==> src/rtl/alu_pkg.sv <==
// alu_pkg: opcode and state enums plus the illegal-result constant shared by alu_seq and alu_muldiv_iter
package alu_pkg;
  typedef enum logic [3:0] {
    OP_AND  = 4'b0000,
    OP_OR   = 4'b0001,
    OP_ADD  = 4'b0010,
    OP_XOR  = 4'b0011,
    OP_SUB  = 4'b0110,
    OP_SLT  = 4'b0111,
    OP_SLL  = 4'b1000,
    OP_SRL  = 4'b1001,
    OP_SRA  = 4'b1010,
    OP_MUL  = 4'b1100,
    OP_DIVU = 4'b1101,
    OP_REMU = 4'b1110
  } op_e;
  typedef enum logic [1:0] {IDLE, BUSY, DONE} state_e;
  localparam logic [63:0] ILLEGAL_RESULT = '0;
endpackage

==> src/rtl/alu_seq_if.sv <==
// alu_seq_if: issue-side valid/ready request and writeback-side valid/ready result bundle
// master = issue/writeback side, slave = alu_seq
interface alu_seq_if #(parameter int WIDTH = 32);
  logic             InValid, InReady, OutValid, OutReady;
  logic             Zero, Overflow, Illegal;
  logic [WIDTH-1:0] A, B, Result;
  logic [3:0]       ALUControl;
  modport master (output InValid, A, B, ALUControl, OutReady,
                  input  InReady, OutValid, Result, Zero, Overflow, Illegal);
  modport slave  (input  InValid, A, B, ALUControl, OutReady,
                  output InReady, OutValid, Result, Zero, Overflow, Illegal);
endinterface

==> src/rtl/alu_muldiv_iter.sv <==
// alu_muldiv_iter: iterative shift-add multiply / restoring divide, one step per cycle (only built with ALU_MULDIV_EN)
// i_start loads operands; o_done pulses one cycle after the last step, o_result then holds product, quotient or remainder
module alu_muldiv_iter
  import alu_pkg::*;
#(
  parameter int WIDTH = 32
) (
  input  logic             clk,
  input  logic             rst_n,
  input  logic             i_start,
  input  op_e              i_op,
  input  logic [WIDTH-1:0] i_a,
  input  logic [WIDTH-1:0] i_b,
  output logic             o_done,
  output logic [WIDTH-1:0] o_result
);
  localparam int CNT_W = $clog2(WIDTH) + 1;
  logic [CNT_W-1:0] r_cnt;
  logic [WIDTH-1:0] r_acc, r_q, r_b;
  logic             r_mul, r_quot, r_done;
  logic [WIDTH:0]   w_sh, w_diff;
  // divide by zero falls out naturally: every trial subtract succeeds, so quotient is all ones and remainder is A
  assign w_sh   = {r_acc, r_q[WIDTH-1]};
  assign w_diff = w_sh - {1'b0, r_b};
  always_ff @(posedge clk or negedge rst_n)
    if (!rst_n) begin
      r_cnt  <= '0;
      r_acc  <= '0;
      r_q    <= '0;
      r_b    <= '0;
      r_mul  <= 1'b0;
      r_quot <= 1'b0;
      r_done <= 1'b0;
    end else if (i_start) begin
      r_cnt  <= CNT_W'(WIDTH);
      r_acc  <= '0;
      r_q    <= i_a;
      r_b    <= i_b;
      r_mul  <= i_op == OP_MUL;
      r_quot <= i_op == OP_DIVU;
      r_done <= 1'b0;
    end else if (r_cnt != '0) begin
      r_cnt  <= r_cnt - CNT_W'(1);
      r_done <= r_cnt == CNT_W'(1);
      if (r_mul) begin
        r_acc <= r_acc + (r_q[0] ? r_b : '0);
        r_q   <= r_q >> 1;
        r_b   <= r_b << 1;
      end else begin
        r_acc <= w_diff[WIDTH] ? w_sh[WIDTH-1:0] : w_diff[WIDTH-1:0];
        r_q   <= {r_q[WIDTH-2:0], ~w_diff[WIDTH]};
      end
    end else
      r_done <= 1'b0;
  assign o_done   = r_done;
  assign o_result = r_quot ? r_q : r_acc;
endmodule

==> src/rtl/alu_seq.sv <==
// alu_seq: handshaked ALU with registered result/flags; MUL/DIVU/REMU iterative when ALU_MULDIV_EN is defined
// clk, rst_n (async active-low); bus: alu_seq_if.slave (InValid/InReady/A/B/ALUControl in, OutValid/OutReady/Result/Zero/Overflow/Illegal out)
module alu_seq
  import alu_pkg::*;
#(
  parameter int WIDTH = 32
) (
  input logic       clk,
  input logic       rst_n,
  alu_seq_if.slave  bus
);
  localparam int SH_W = $clog2(WIDTH);
  state_e           r_state, w_nxt;
  op_e              w_op;
  logic [WIDTH-1:0] r_result, w_res, w_sum, w_dif, w_md_res;
  logic             r_ovf, r_ill, w_ovf, w_ill, w_acc, w_md_op, w_md_done;
  logic [SH_W-1:0]  w_sh;
  assign w_op  = op_e'(bus.ALUControl);
  assign w_sh  = bus.B[SH_W-1:0];
  assign w_sum = bus.A + bus.B;
  assign w_dif = bus.A - bus.B;
  // a new op may enter in the same cycle the held result is taken
  assign bus.InReady = r_state == IDLE || (r_state == DONE && bus.OutReady);
  assign w_acc = bus.InValid && bus.InReady;
  always_comb begin
    w_res = '0;
    w_ovf = 1'b0;
    w_ill = 1'b0;
    case (w_op)
      OP_AND: w_res = bus.A & bus.B;
      OP_OR:  w_res = bus.A | bus.B;
      OP_XOR: w_res = bus.A ^ bus.B;
      OP_ADD: begin
        w_res = w_sum;
        w_ovf = bus.A[WIDTH-1] == bus.B[WIDTH-1] && w_sum[WIDTH-1] != bus.A[WIDTH-1];
      end
      OP_SUB: begin
        w_res = w_dif;
        w_ovf = bus.A[WIDTH-1] != bus.B[WIDTH-1] && w_dif[WIDTH-1] != bus.A[WIDTH-1];
      end
      OP_SLT: w_res = WIDTH'($signed(bus.A) < $signed(bus.B));
      OP_SLL: w_res = bus.A << w_sh;
      OP_SRL: w_res = bus.A >> w_sh;
      OP_SRA: w_res = $signed(bus.A) >>> w_sh;
`ifdef ALU_MULDIV_EN
      OP_MUL, OP_DIVU, OP_REMU: ;
`endif
      default: begin
        w_res = WIDTH'(ILLEGAL_RESULT);
        w_ill = 1'b1;
      end
    endcase
  end
`ifdef ALU_MULDIV_EN
  assign w_md_op = w_op inside {OP_MUL, OP_DIVU, OP_REMU};
  alu_muldiv_iter #(.WIDTH(WIDTH)) u_md (
    .clk      (clk),
    .rst_n    (rst_n),
    .i_start  (w_acc && w_md_op),
    .i_op     (w_op),
    .i_a      (bus.A),
    .i_b      (bus.B),
    .o_done   (w_md_done),
    .o_result (w_md_res)
  );
`else
  assign w_md_op   = 1'b0;
  assign w_md_done = 1'b0;
  assign w_md_res  = '0;
`endif
  always_comb begin
    w_nxt = r_state;
    if (w_acc) w_nxt = w_md_op ? BUSY : DONE;
    else if (r_state == DONE && bus.OutReady) w_nxt = IDLE;
    else if (r_state == BUSY && w_md_done) w_nxt = DONE;
  end
  always_ff @(posedge clk or negedge rst_n)
    if (!rst_n) r_state <= IDLE;
    else r_state <= w_nxt;
  always_ff @(posedge clk or negedge rst_n)
    if (!rst_n) begin
      r_result <= '0;
      r_ovf    <= 1'b0;
      r_ill    <= 1'b0;
    end else if (w_acc && !w_md_op) begin
      r_result <= w_res;
      r_ovf    <= w_ovf;
      r_ill    <= w_ill;
    end else if (r_state == BUSY && w_md_done) begin
      r_result <= w_md_res;
      r_ovf    <= 1'b0;
      r_ill    <= 1'b0;
    end
  assign bus.OutValid = r_state == DONE;
  assign bus.Result   = r_result;
  assign bus.Zero     = r_result == '0;
  assign bus.Overflow = r_ovf;
  assign bus.Illegal  = r_ill;
endmodule

==> src/flat_wrapper.sv <==
// flat-port wrapper written by rule: the top's interface ports become plain ports
module alu_seq_flat import alu_pkg::*;
#(
  parameter int WIDTH = 32
)
  (clk, rst_n, bus_InValid, bus_A, bus_B, bus_ALUControl, bus_OutReady, bus_InReady, bus_OutValid, bus_Result, bus_Zero, bus_Overflow, bus_Illegal);
  alu_seq_if #(.WIDTH(WIDTH)) bus_i ();
  input logic clk;
  input logic rst_n;
  input wire logic [$bits(bus_i.InValid)-1:0] bus_InValid;
  input wire logic [$bits(bus_i.A)-1:0] bus_A;
  input wire logic [$bits(bus_i.B)-1:0] bus_B;
  input wire logic [$bits(bus_i.ALUControl)-1:0] bus_ALUControl;
  input wire logic [$bits(bus_i.OutReady)-1:0] bus_OutReady;
  output wire logic [$bits(bus_i.InReady)-1:0] bus_InReady;
  output wire logic [$bits(bus_i.OutValid)-1:0] bus_OutValid;
  output wire logic [$bits(bus_i.Result)-1:0] bus_Result;
  output wire logic [$bits(bus_i.Zero)-1:0] bus_Zero;
  output wire logic [$bits(bus_i.Overflow)-1:0] bus_Overflow;
  output wire logic [$bits(bus_i.Illegal)-1:0] bus_Illegal;
  assign bus_i.InValid = bus_InValid;
  assign bus_i.A = bus_A;
  assign bus_i.B = bus_B;
  assign bus_i.ALUControl = bus_ALUControl;
  assign bus_i.OutReady = bus_OutReady;
  assign bus_InReady = bus_i.InReady;
  assign bus_OutValid = bus_i.OutValid;
  assign bus_Result = bus_i.Result;
  assign bus_Zero = bus_i.Zero;
  assign bus_Overflow = bus_i.Overflow;
  assign bus_Illegal = bus_i.Illegal;
  alu_seq #(.WIDTH(WIDTH)) u_core (.clk(clk), .rst_n(rst_n), .bus(bus_i));
endmodule
==> config.mk <==
export PLATFORM = sky130hd
export DESIGN_NAME = alu_seq_flat
export DESIGN_NICKNAME = d
export VERILOG_FILES = /design/src/rtl/alu_pkg.sv /design/src/rtl/alu_seq_if.sv /design/src/rtl/alu_muldiv_iter.sv /design/src/rtl/alu_seq.sv /design/src/flat_wrapper.sv
export SDC_FILE = /design/constraint.sdc
export NUM_CORES = 1
export LEC_CHECK = 0
export ABC_AREA = 1
export CORE_AREA = 2 2 156 158
export CTS_CLUSTER_DIAMETER = 120
export DETAILED_ROUTE_END_ITERATION = 6
export DIE_AREA = 0 0 158 160
export PLACE_DENSITY = 0.7
export SETUP_SLACK_MARGIN = 0.2
export SKIP_LAST_GASP = 1
export SYNTH_ARGS = -nofsm -noshare
export SYNTH_HDL_FRONTEND = slang
export SYNTH_SLANG_ARGS = --single-unit
==> constraint.sdc <==
create_clock -name clk -period 3.7 [get_ports clk]
set_clock_uncertainty 0.05 [all_clocks]
set_input_delay 0.37 -clock clk [delete_from_list [all_inputs] [get_ports clk]]
set_output_delay 0.37 -clock clk [all_outputs]
set_load 0.03 [all_outputs]
==> run summary, run 1 <==
The first TritonRoute pass finished after 7 iterations. The initial antenna violation count is 1. The largest individual stage delay along the critical path comes from the cell sky130_fd_sc_hd__clkdlybuf4s50_1.

The final non-filler cell total is 2681. The multi-input combinational cells in the finished layout cover a total of 0.00908 mm². The path type of the worst setup path is input port to flop. The routability congestion estimate came out at 1.08. When the netlist entered floorplanning its net count stood at 2453. The top cell types in the final layout, fill and taps aside, are sky130_fd_sc_hd__nand2_1, sky130_fd_sc_hd__nand3_1, sky130_fd_sc_hd__inv_1. STA classifies the critical path startpoint as an input port. The flow ran to the end, and the final reports show no timing, DRC or antenna violations. The utilization of the core after routing came out at 0.555. The number of placed instances, taps included, is 2673.

The met3 routing resource usage after global routing came out at 0.0779. Compared with the post-synthesis result, the final layout area differs by 13.5%. In the final design database the tool counted 2531 nets. Across all register-to-register paths, the minimum setup slack is slightly below 2 ns. The fraction of layout instances using a drive strength above 1 came out at 0.0480. The library cell used most frequently in the layout, excluding fill and tap cells, is sky130_fd_sc_hd__nand2_1. The global-route track usage on met2 came out at 0.690. After clock tree synthesis, the clock-pin slew on the worst setup and hold paths is 0.06 ns. The final wirelength came out at 58100 µm. The number of distinct standard cells referenced by the synthesized netlist came out at 43. After detailed routing, the average wire length per cell comes to 21.7 µm. The overall power consumption is around 3 mW. The share of async-settable or async-resettable flops after synthesis is 1.00. The total clock sinks came out at 35. The leakage dissipation is 7.49 nW. The worst hold path belongs to the class flop to flop. For the pin with the worst max-slew slack, the measured transition is 0.735 ns. The data arrival time of the critical path is around 3.2 ns. The worst register-to-register path begins at u_core.r_state[1]$_DFFE_PN0P_.

The worst reg2reg path depth came out at 6. Across the VDD grid, the largest voltage drop is about 0.00019 V. For this run, global-route usage on met1 was measured as 0.600. The maximum clock insertion buffer count is 2. The initial utilization of the core area, before any placement, comes to 0.489.

The first routing iteration left about 2100 violations. Setup violations remaining at the end of the flow were counted as 0. The worst hold path cell count came out at 2. The routed via count divided by cell count came out at 5.99. The headroom to the max-slew limit came out at 0.510. The H-tree level count is 2.

The height of the chip came out at 160 µm. The post-route DRC violation count is 0. The path with the worst hold slack has its endpoint at u_core.bus.Overflow$_DFFE_PN0P_.

The fmax came out at 328 MHz. The total area of sequential cells is 876 µm². The data required time of the critical path came out at 3.84 ns. The largest net degree at the start of global routing came out at 74. For this run, the number of Yosys warnings is 0. The worst setup path is captured at a flop. The number of hold-repair buffers added at the cts stage is 0. The die covers approximately 0.025 mm². The clock insertion delay at the later pin of the skew report is 0.28 ns. Once detailed placement completed, the half-perimeter wirelength came to 47600 µm. During I/O placement, the number of pins put on the boundary was about 110. The share of the Yosys chip area taken by registers is 0.0752. The number of vias in the routed layout came out at 16100.

The first global-routing pass estimated 86600 µm of wire. The residual overflow from global routing is 0. The global routing stage identified its most utilized layer as met2. The via count of the first global-routing pass came out at about 15000. The synthesis-stage register bit count is 35. The buffer cell driving the clock tree root is sky130_fd_sc_hd__clkbuf_16. The tool flagged a number of max-cap violations equal to 0. The power density over the cells is 224 mW/mm². The cell repeated most along the worst path is sky130_fd_sc_hd__nand2_1. The most used flip-flop cell after synthesis is sky130_fd_sc_hd__dfrtp_1. The number of hold violations in the final report came to 0. The total CTS buffers is 5.

The die span in x is 158 µm. The number of synthesized flops with an enable pin came out at 0. The combined global-route utilization of all metal layers came out at 0.453. The CTS tree is done. Once detail routing completed, the nets flagged for antenna violations numbered 0. The signal on the critical path passes through clkdlybuf4s50_1, ha_1, inv_1, fa_1, inv_1, nand3_1, nand2_1, nand2_1, nand2_1, o21ai_0, a21oi_1, nor2_1, nor2_1, nand3_1, nand2_1, nand2_1. The number of fillers in the final layout came out at 2632. The number of cells upsized or downsized after cts came out at 0. The floorplan core area is 0.0238 mm². The endpoint identified for the worst register-to-register timing path is u_core.bus.Result[15]$_DFFE_PN0P_. In the final timing run, aggregate negative setup slack is 0 ns. The number of max-slew violations in the final report is 0. Averaged over all synthesized cells, the footprint is 5.12 µm². Counting every instance in the synthesized netlist gives 2278. The largest driver fanout on the critical path is 8. The synthesized area came out at 0.0117 mm².

The largest stage delay on the critical path came out at 0.66 ns. The number of setup buffers added after CTS is 0. After layout, the minimum clock period comes to 3.05 ns.

The worst hold path begins at u_core.bus.Overflow$_DFFE_PN0P_. The share of the clock period used by the worst path came out at 0.825. Setup repair after global routing left no endpoint under its margin. The number of port buffers is around 110.

The row count is 57.
[worst max-delay path by stage]
| stage | from | endpoint | slack [ns] | depth (start not counted) |
|---|---|---|---|---|
| after global routing | bus_B[0] | u_core.bus.Result[14]$_DFFE_PN0P_ | 0.40 | 16 |
| after CTS | bus_B[0] | u_core.bus.Result[14]$_DFFE_PN0P_ | 0.70 | 16 |
| final | bus_B[0] | u_core.bus.Result[8]$_DFFE_PN0P_ | 0.65 | 16 |
| after detailed placement | bus_B[0] | u_core.bus.Result[14]$_DFFE_PN0P_ | 0.40 | 16 |
| after global placement | bus_A[13] | u_core.bus.Result[0]$_DFFE_PN0P_ | 0.43 | 17 |
| after floorplan | bus_B[4] | u_core.bus.Result[17]$_DFFE_PN0P_ | 1.0 | 18 |
[cells by family (layout without fill, tap and decap cells)]
group / Yosys count / in the layout / synth area share
adders and majority gates: 103 / 103 / 0.112
other: 0 / 1 / 0
DFF: 35 / 35 / 0.0752
buffers and inverters: 410 / 488 / 0.146
AOI/OAI and AO/OA: 215 / 215 / 0.104
and+or+nand+nor: 1515 / 1515 / 0.564
[cell type report]
cell class	instances	share of cell area
antenna	1	0.000189
clock buffer	6	0.0105
clock inverter	1	0.000379
inverter	318	0.0908
multi-input combinational	1833	0.687
sequential	35	0.0662
tap	324	0.0307
timing repair buffer	163	0.115
[worst max-delay path: cells and delay by family]
family	cells	cell delay (ns)
buffers and inverters	3	0.85
and+or+nand+nor	9	1.07
AOI/OAI and AO/OA	2	0.26
adders and majority gates	2	0.64
[power by group]
| group | switching [mW] | internal, mW |
|---|---|---|
| Clock | 0.202 | 0.264 |
| Combinational | 1.36 | 0.623 |
| Sequential | 0.0671 | 0.442 |
[through the flow]
step / hold slack, ns / instance area (µm²) / setup slack, ns
6_report: 0.441 / 13200 / 0.649
5_1_grt: 0.470 / 13200 / 0.401
4_1_cts: 0.444 / 13200 / 0.700
3_5_place_dp: 0.427 / 13100 / 0.399
3_3_place_gp: 0.418 / 13100 / 0.430
2_1_floorplan: 0.0244 / 11700 / 0.999
[registers in the layout, indices dropped and copies added (netlist names)]
| name | flops |
|---|---|
| u_core.bus.Result | 32 |
| u_core.bus.Illegal | 1 |
| u_core.bus.Overflow | 1 |
| u_core.r_state | 1 |
[routing by layer]
metal	routed length, µm	share of wire
met1	22300	0.38
met2	24300	0.42
met3	7110	0.12
met4	4280	0.074
met5	0	0
[synthesized netlist by cell type (3+ instances only)]
cell type                     n  area [µm²]
sky130_fd_sc_hd__nand4_1     28         175
sky130_fd_sc_hd__and2_1       7        43.8
sky130_fd_sc_hd__inv_4        3        18.8
sky130_fd_sc_hd__buf_4        8        60.1
sky130_fd_sc_hd__nand2_4      4        45.0
sky130_fd_sc_hd__nand2_1    862        3240
sky130_fd_sc_hd__o22ai_1     23         144
sky130_fd_sc_hd__nand2_2     16         100
sky130_fd_sc_hd__clkbuf_1    19        71.3
sky130_fd_sc_hd__o21ai_1     10        50.1
sky130_fd_sc_hd__ha_1       101        1260
sky130_fd_sc_hd__buf_6        6        67.6
sky130_fd_sc_hd__inv_2        9        33.8
sky130_fd_sc_hd__nor2_8       6         120
sky130_fd_sc_hd__buf_2       53         265
sky130_fd_sc_hd__o211ai_1    19         143
sky130_fd_sc_hd__a21oi_1     96         480
sky130_fd_sc_hd__o2111ai_1    3        26.3
sky130_fd_sc_hd__o21bai_1     9        67.6
sky130_fd_sc_hd__inv_1      305        1140
sky130_fd_sc_hd__nand3_2      3        30.0
sky130_fd_sc_hd__nor3_1      14        70.1
sky130_fd_sc_hd__dfrtp_1     35         876
sky130_fd_sc_hd__nor2_1     154         578
sky130_fd_sc_hd__buf_1        4        15.0
sky130_fd_sc_hd__nand3b_1    10        75.1
sky130_fd_sc_hd__nand3_1    392        1960
sky130_fd_sc_hd__o21ai_0     48         240
sky130_fd_sc_hd__nor4_1      12        75.1
(Power assumes the default switching activity.)
==> inputs of run 2 (changes only) <==
--- a/config.mk
+++ b/config.mk
@@ -10,7 +10,7 @@
 export CTS_CLUSTER_DIAMETER = 120
 export DETAILED_ROUTE_END_ITERATION = 6
 export DIE_AREA = 0 0 158 160
-export PLACE_DENSITY = 0.7
+export PLACE_DENSITY = 0.73
 export SETUP_SLACK_MARGIN = 0.2
 export SKIP_LAST_GASP = 1
 export SYNTH_ARGS = -nofsm -noshare
==> constraint.sdc (replaced) <==
create_clock -name clk -period 2.8 [get_ports clk]
set_clock_uncertainty 0.05 [all_clocks]
set_input_delay 0.28 -clock clk [delete_from_list [all_inputs] [get_ports clk]]
set_output_delay 0.28 -clock clk [all_outputs]
set_load 0.03 [all_outputs]
==> run 2 against run 1 <==
Against the previous run: the flow now finishes with violations (design-rule violations); sequential power increased by 34%; first-iteration DRC count increased by 18%; register-to-register slack got worse by 0.72 ns; combinational power is 67% higher; non-clock buffer count rose by 298; clock power is 27% higher; worst setup slack worse by 0.43 ns; critical path depth grew 3; hold slack worse by 0.035 ns; sequential cell count unchanged; via count grew 9.8%; critical endpoint unchanged; largest power group unchanged; highest routed layer unchanged.
==> run summary, run 2 (synthesis gave the netlist of run 1 again) <==
The run finished, with violations left. The final reports fail on design-rule violations. The shortest clock period the worst path allows after layout is 2.58 ns.

The post-route DRC violation count is 5 (+5). Walking the worst path, the cells encountered are clkdlybuf4s50_1, inv_1, ha_4, buf_4, nand2_1, nand2_1, nand2_1, nand2_1, inv_1, nand2_2, buf_4, nand2_1, o21ai_1, nand2_1, nand3_2, nor2_4, nand3_2, nand2_1, nand2_1. The number of port buffers was 108 (unchanged).

The largest stage delay on the critical path came out at 0.49 ns (-0.17 ns). The top cell family by delay on the critical path is simple AND/OR/NAND/NOR gates. The fraction of layout instances using a drive strength above 1 came out at 0.202 (+0.154). Setup repair after global routing could not meet its margin everywhere.

The total iterations of the first detailed-routing run came to 7 (unchanged). The die footprint came out at 0.0253 mm² (unchanged). The height of the chip came out at 160 µm (unchanged). The synthesis-to-layout area growth is 38.9%. The number of flip-flops in the largest register came out at 32 (unchanged). The headroom to the max-slew limit came out at 0.532 (+0.0220). The buffering stage count on the worst path with inverters included is 5 (+2). The leakage dissipation is 9.17 nW (+22%).

The routed via count divided by cell count is 5.92 (-1.2%). The number of max-slew violations in the final report is 0 (unchanged). The residual overflow from global routing was 0 (unchanged).

The worst-case hold slack is 0.405 ns (-0.0355 ns). The final total negative setup slack is 0 ns (unchanged). The post-route cell area is 0.0162 mm² (+22%).

In this run the clock root is driven by a sky130_fd_sc_hd__clkbuf_16. The global-route wire length before repair came out at 91900 µm (+6.1%). The initial antenna violation count is 0 (-1).

The number of hold violations in the final report was 0 (unchanged). The data arrival time of the critical path is 2.72 ns (-0.47 ns). The area of placed instances is 0.0153 mm² (+17%). The number of routed nets with antenna violations was 0 (unchanged). The worst hold path belongs to the class input port to async pin. In this design, the critical path's most frequently occurring cell is sky130_fd_sc_hd__nand2_1. The measured slew at the worst slew-check pin came out at 0.702 ns (-0.0330 ns). The placed instance count came to 2964 (+11%).

The clock-pin slew of the registers on the worst-case setup and hold paths came out at 0.07 ns (about the same). The number of hold-repair buffers added at the cts stage came out at 0 (unchanged). The final HPWL from detailed placement came out at 50800 µm (+6.8%). The final wirelength came out at 62900 µm (+8.4%).

The combined global-route utilization of all metal layers came out at 0.480 (+0.0269). The clock insertion delay at the later pin of the skew report was 0.28 ns (about the same). The setup-violating endpoint count in the final report is 0 (unchanged). The critical path in this run is classified as input port to flop. The initial core utilization is 0.489 (unchanged).

The library cells used most frequently in the layout, excluding fill and tap cells, are sky130_fd_sc_hd__nand2_1, sky130_fd_sc_hd__nand3_1, sky130_fd_sc_hd__buf_4. The worst setup margin came to 0.217 ns (-0.432 ns). The total CTS buffers came out at 5 (unchanged). The number of fillers in the final layout came to 2349 (-11%).

The number of nets in the finished design is 2829 (+12%). The largest net degree at the start of global routing is 72 (-2.7%). The worst setup path is launched from an input port. TritonCTS built the clock tree. The fmax is 387 MHz. The top-level I/O count is 109 (unchanged). The element type at the critical path end is a flop.

The final non-filler cell total came out at 2978 (+11%). The floorplan core area is 0.0238 mm² (unchanged). The die span in x was 158 µm (unchanged). The total clock sinks came to 35 (unchanged). The H-tree level count came out at 2 (unchanged). The maximum clock insertion buffer count came to 2 (unchanged). The antenna diode count came to 0 (-1). The worst slack at placement is -0.438 ns (-0.837 ns).

The routability congestion estimate is 1.12 (+3.9%). The number of DRC markers after the initial detailed-route iteration is 2442 (+18%). Leaving out fill and tap cells, the most frequent cell in the layout is sky130_fd_sc_hd__nand2_1. The share of the clock period used by the worst path came out at 0.923. The average wire length per cell after detail routing is 21.1 µm (-2.4%). The number of vias in the routed layout came out at 17600 (+9.8%). The power density over the cells is 283 mW/mm² (+26%). The largest driver fanout on the critical path is 6 (-2).

The max capacitance violation total is 0 (unchanged). The data required time of the critical path is 2.94 ns (-0.90 ns). The via count of the first global-routing pass came to 16400 (+9.9%).

The row count came out at 57 (unchanged). The peak supply drop is 0.000224 V (+21%). The slowest stage of the critical path belongs to the cell sky130_fd_sc_hd__clkdlybuf4s50_1.
-- run 2: cell types whose count changed in the layout (fill, tap and decap cells not counted), moves of 12 or more --
cell | previous run | this run
sky130_fd_sc_hd__buf_4 | 52 | 342
sky130_fd_sc_hd__nor2_2 | 1 | 29
sky130_fd_sc_hd__dlymetal6s2s_1 | 0 | 16
sky130_fd_sc_hd__nand3_1 | 392 | 380
sky130_fd_sc_hd__nand2_1 | 862 | 830
sky130_fd_sc_hd__nor2_1 | 154 | 120
sky130_fd_sc_hd__ha_1 | 101 | 76
sky130_fd_sc_hd__clkdlybuf4s50_1 | 105 | 86
sky130_fd_sc_hd__ha_4 | 0 | 19
sky130_fd_sc_hd__nand2_2 | 16 | 47
-- run 2: path summary, 6_finish.rpt --
check,from,endpoint,slack (ns),depth (start not counted)
max reg2reg,u_core.r_state[1]$_DFFE_PN0P_,u_core.bus.Result[28]$_DFFE_PN0P_,1.23,6
min in group clk,u_core.bus.Illegal$_DFFE_PN0P_,u_core.bus.Illegal$_DFFE_PN0P_,0.46,2
max in group asynchronous,rst_n,u_core.bus.Result[5]$_DFFE_PN0P_,1.95,2
min,rst_n,u_core.bus.Result[31]$_DFFE_PN0P_,0.41,2
max,bus_A[5],u_core.bus.Result[8]$_DFFE_PN0P_,0.22,19
min reg2reg,u_core.bus.Illegal$_DFFE_PN0P_,u_core.bus.Illegal$_DFFE_PN0P_,0.46,2
-- run 2: what timing repair did --
item                                    in CTS  in global routing
gates resized for setup                     31                145
endpoints found under the setup margin      23                 31
pin swaps                                    3                 29
setup buffers                                1                  6
-- run 2: layout make-up --
class	count	area, µm²	share of cell area
multi-input cells	1833	9690	0.599
repair buffers	461	3870	0.239
inverters	318	1200	0.0742
flip-flops and latches	35	876	0.0541
well taps	324	405	0.0251
clock buffers	6	139	0.00858
clock inverters	1	5.00	0.000309
-- run 2: metrics by stage --
stage | total power [mW] | util
final | 4.58 | 0.679
after global routing | 4.78 | 0.679
after CTS | 4.29 | 0.655
after detailed placement | 3.67 | 0.644
after global placement | 3.63 | 0.644
after floorplan | 2.22 | -
-- run 2: power by group --
| group | switching (mW) | total [mW] | internal [mW] |
|---|---|---|---|
| sequential | 0.0991 | 0.683 | 0.584 |
| combinational | 2.02 | 3.31 | 1.28 |
| clock | 0.243 | 0.592 | 0.348 |
| total | 2.37 | 4.58 | 2.22 |
-- run 2: routing by layer --
| layer | routed length, µm | GRT usage |
|---|---|---|
| met2 | 26700 | 0.734 |
| met3 | 7700 | 0.0936 |
| met5 | 0 | 0 |
| met1 | 23200 | 0.609 |
| met4 | 5320 | 0.318 |
-- run 2: worst register-to-register path, cell delays in order (launching register included) --
cell	delay, ns
sky130_fd_sc_hd__dfrtp_1	0.39
sky130_fd_sc_hd__nand2_1	0.11
sky130_fd_sc_hd__nand2_1	0.18
sky130_fd_sc_hd__inv_1	0.11
sky130_fd_sc_hd__buf_4	0.39
sky130_fd_sc_hd__nand2_1	0.20
sky130_fd_sc_hd__nand2_1	0.09
==> inputs of run 3 (changes only) <==
--- a/config.mk
+++ b/config.mk
@@ -10,8 +10,10 @@
 export CTS_CLUSTER_DIAMETER = 120
 export DETAILED_ROUTE_END_ITERATION = 6
 export DIE_AREA = 0 0 158 160
+export GPL_ROUTABILITY_DRIVEN = 0
+export GPL_TIMING_DRIVEN = 0
 export PLACE_DENSITY = 0.73
-export SETUP_SLACK_MARGIN = 0.2
+export SETUP_SLACK_MARGIN = 0.15
 export SKIP_LAST_GASP = 1
 export SYNTH_ARGS = -nofsm -noshare
 export SYNTH_HDL_FRONTEND = slang
==> run 3 against run 2 <==
Against the previous run: the run still ends with design-rule violations left; die area stayed put; fmax is 4.0% lower; cell area down 13%; non-clock buffer count down 247; register-to-register slack worse by 0.17 ns; count of clock-buffer cells in the layout did not move; critical path type unchanged; highest routed layer unchanged.
==> run summary, run 3 (synthesis gave the netlist of run 1 again) <==
The flow ran to the end, but the final reports show violations. The checks that failed: design-rule violations. The worst reg2reg path depth came out at 6 (unchanged). The antenna diode count is 0 (unchanged).

The residual overflow from global routing came out at 0 (unchanged). The area of combinational cells with multiple inputs came to 0.00969 mm² (about the same). The maximum clock insertion buffer count came out at 2 (unchanged).

The final total negative setup slack is 0 ns (unchanged). The height of the chip is 160 µm (unchanged). The slack of the worst reg-to-reg path is 1.06 ns (-0.17 ns).

The H-tree level count is 2 (unchanged). The average wire length per cell after detail routing is 21.0 µm (-0.43%). The leakage dissipation came out at 7.90 nW (-14%). The die span in x is 158 µm (unchanged). The total area of sequential cells is 876 µm² (unchanged).

The library cell used most frequently in the layout, excluding fill and tap cells, is sky130_fd_sc_hd__nand2_1. The worst slack at placement was -1.34 ns (-0.904 ns). The setup-violating endpoint count in the final report came to 0 (unchanged). The number of hold-repair buffers added at the cts stage is 0 (unchanged). The number of nets in the finished design is 2582 (-8.7%).

The number of DRC markers after the initial detailed-route iteration is 2719 (+11%). The CTS tree is done. The via count of the first global-routing pass came out at 15100 (-8.2%). The final wirelength is 57500 µm (-8.7%).

The utilization of the core after routing is 0.594 (-0.0857). The floorplan core area came out at 0.0238 mm² (unchanged). The clock-pin slew of the registers on the worst-case setup and hold paths is 0.05 ns (-0.02 ns). The peak supply drop is 0.000305 V (+36%). The number of hold violations in the final report is 0 (unchanged). The routed via count divided by cell count came out at 6.19 (+4.6%). The global-route wire length before repair is 83600 µm (-9.1%). The final non-filler cell total is 2731 (-8.3%).

The number of port buffers came out at 108 (unchanged). The share of the clock period used by the worst path is 0.961 (+0.0386). The post-route DRC violation count came out at 45 (+40).

Setup repair after global routing could not meet its margin everywhere. The worst-case hold slack is 0.0327 ns (-0.373 ns). The number of fillers in the final layout came out at 2475 (+5.4%). The fmax was 372 MHz (-4.0%).

In the layout the commonest cells are sky130_fd_sc_hd__nand2_1, sky130_fd_sc_hd__nand3_1, sky130_fd_sc_hd__inv_1. The launching element type of the critical path is an input port. The setup path with the least slack is of type input port to flop. The element type at the critical path end is a flop. The power density over the cells is 287 mW/mm² (+1.3%). The largest driver fanout on the critical path came out at 9 (+3). The fraction of layout instances using a drive strength above 1 is 0.118 (-0.0848). The total iterations of the first detailed-routing run came to 7 (unchanged). The synthesis-to-layout area growth is 21.3%. The number of vias in the routed layout is 16900 (-4.1%). The data required time of the critical path is 2.92 ns (-0.02 ns). The combined global-route utilization of all metal layers came out at 0.435 (-0.0453). In this run the critical register-to-register path is captured at u_core.bus.Result[18]$_DFFE_PN0P_. The headroom to the max-slew limit came out at 0.475 (-0.0573). The total CTS buffers is 5 (unchanged).

The number of flip-flops in the largest register was 32 (unchanged). The placed instance count was 2710 (-8.6%). The clock insertion delay at the later pin of the skew report is 0.28 ns (about the same). The top-level I/O count came to 109 (unchanged). The largest net degree at the start of global routing came out at 36 (-50%). The shortest clock period the worst path allows after layout came out at 2.69 ns (+0.108 ns).

The launch point of the worst reg-to-reg path is u_core.r_state[1]$_DFFE_PN0P_. The final HPWL from detailed placement is 45600 µm (-10%). The measured slew at the worst slew-check pin came to 0.788 ns (+0.0859 ns).

The worst setup margin is 0.109 ns (-0.108 ns). The number of routed nets with antenna violations is 0 (unchanged). The number of max-slew violations in the final report is 0 (unchanged). The max capacitance violation total is 0 (unchanged). The initial antenna violation count came out at 1 (+1).

The die footprint came out at 0.0253 mm² (unchanged). The initial core utilization is 0.489 (unchanged). The tree is rooted in a sky130_fd_sc_hd__clkbuf_16.

The data arrival time of the critical path came out at 2.81 ns (+0.09 ns). The row count came out at 57 (unchanged). In this run the worst hold path is classified as input port to async pin. The total clock sinks came to 35 (unchanged).
-- run 3: cell count changes in the layout (fill, tap and decap cells not counted), sizes merged --
| cell | before | now |
|---|---|---|
| clkdlybuf4s15 | 0 | 4 |
| buf | 356 | 83 |
| inv | 317 | 316 |
| clkbuf | 6 | 32 |
| dlygate4sd2 | 3 | 18 |
| clkinvlp | 0 | 1 |
| clkdlybuf4s50 | 86 | 67 |
-- run 3: worst max path at each step --
| stage | startpoint | to | slack [ns] | cells past startpoint |
|---|---|---|---|---|
| floorplan | bus_B[4] | u_core.bus.Result[17]$_DFFE_PN0P_ | 0.19 | 18 |
| global placement | bus_B[4] | u_core.bus.Result[18]$_DFFE_PN0P_ | -1.29 | 19 |
| detailed placement | bus_B[4] | u_core.bus.Result[9]$_DFFE_PN0P_ | -1.34 | 20 |
| CTS | bus_B[1] | u_core.bus.Result[9]$_DFFE_PN0P_ | 0.14 | 18 |
| global route | bus_B[2] | u_core.bus.Result[9]$_DFFE_PN0P_ | 0.01 | 19 |
| finish | bus_B[23] | u_core.bus.Result[0]$_DFFE_PN0P_ | 0.11 | 15 |
-- run 3: final cells by class --
class                   instances  share of cell area
plain buffers                  92              0.0438
inverters                     318              0.0861
clock buffers                   6             0.00982
multi-input cells            1833               0.685
clock inverters                 1            0.000354
repair buffers                122              0.0843
flip-flops and latches         35              0.0619
well taps                     324              0.0287
-- run 3: critical path: stages --
cell and delay (ns):
sky130_fd_sc_hd__clkdlybuf4s50_1 0.54, sky130_fd_sc_hd__inv_1 0.09, sky130_fd_sc_hd__ha_1 0.28, sky130_fd_sc_hd__buf_2 0.24
sky130_fd_sc_hd__inv_1 0.15, sky130_fd_sc_hd__a21oi_2 0.20, sky130_fd_sc_hd__nand2_1 0.12, sky130_fd_sc_hd__a21oi_2 0.18
sky130_fd_sc_hd__nor2_1 0.08, sky130_fd_sc_hd__nor2_2 0.14, sky130_fd_sc_hd__nand3_2 0.14, sky130_fd_sc_hd__nand3_1 0.14
sky130_fd_sc_hd__nand2_1 0.07, sky130_fd_sc_hd__nand2_1 0.08, sky130_fd_sc_hd__nand2_1 0.06
-- run 3: power breakdown --
part           switching [mW]  total (mW)  internal, mW
Combinational            1.95        2.85         0.906
Clock                   0.199       0.546         0.347
Sequential             0.0746       0.659         0.585
-- run 3: timing repair --
item,CTS,global route
hold endpoints to repair,0,0
gates cloned,0,0
pin swaps,14,28
setup buffers,9,5
setup endpoints to repair,33,33
gates resized for setup,117,149
-- run 3: stage by stage --
stage	power, mW	area, µm²
final	4.06	14100
after global placement	3.13	13100
after CTS	3.78	13600
after floorplan	2.22	11700
after global routing	4.25	14100
after detailed placement	3.16	13100
-- run 3: metal layers --
layer	track usage	vias to the layer above	share of wire
met1	0.550	7454	0.34
met3	0.107	422	0.15
met2	0.637	1463	0.40
met5	0	-	0
li1	-	7569	-
met4	0.317	0	0.098
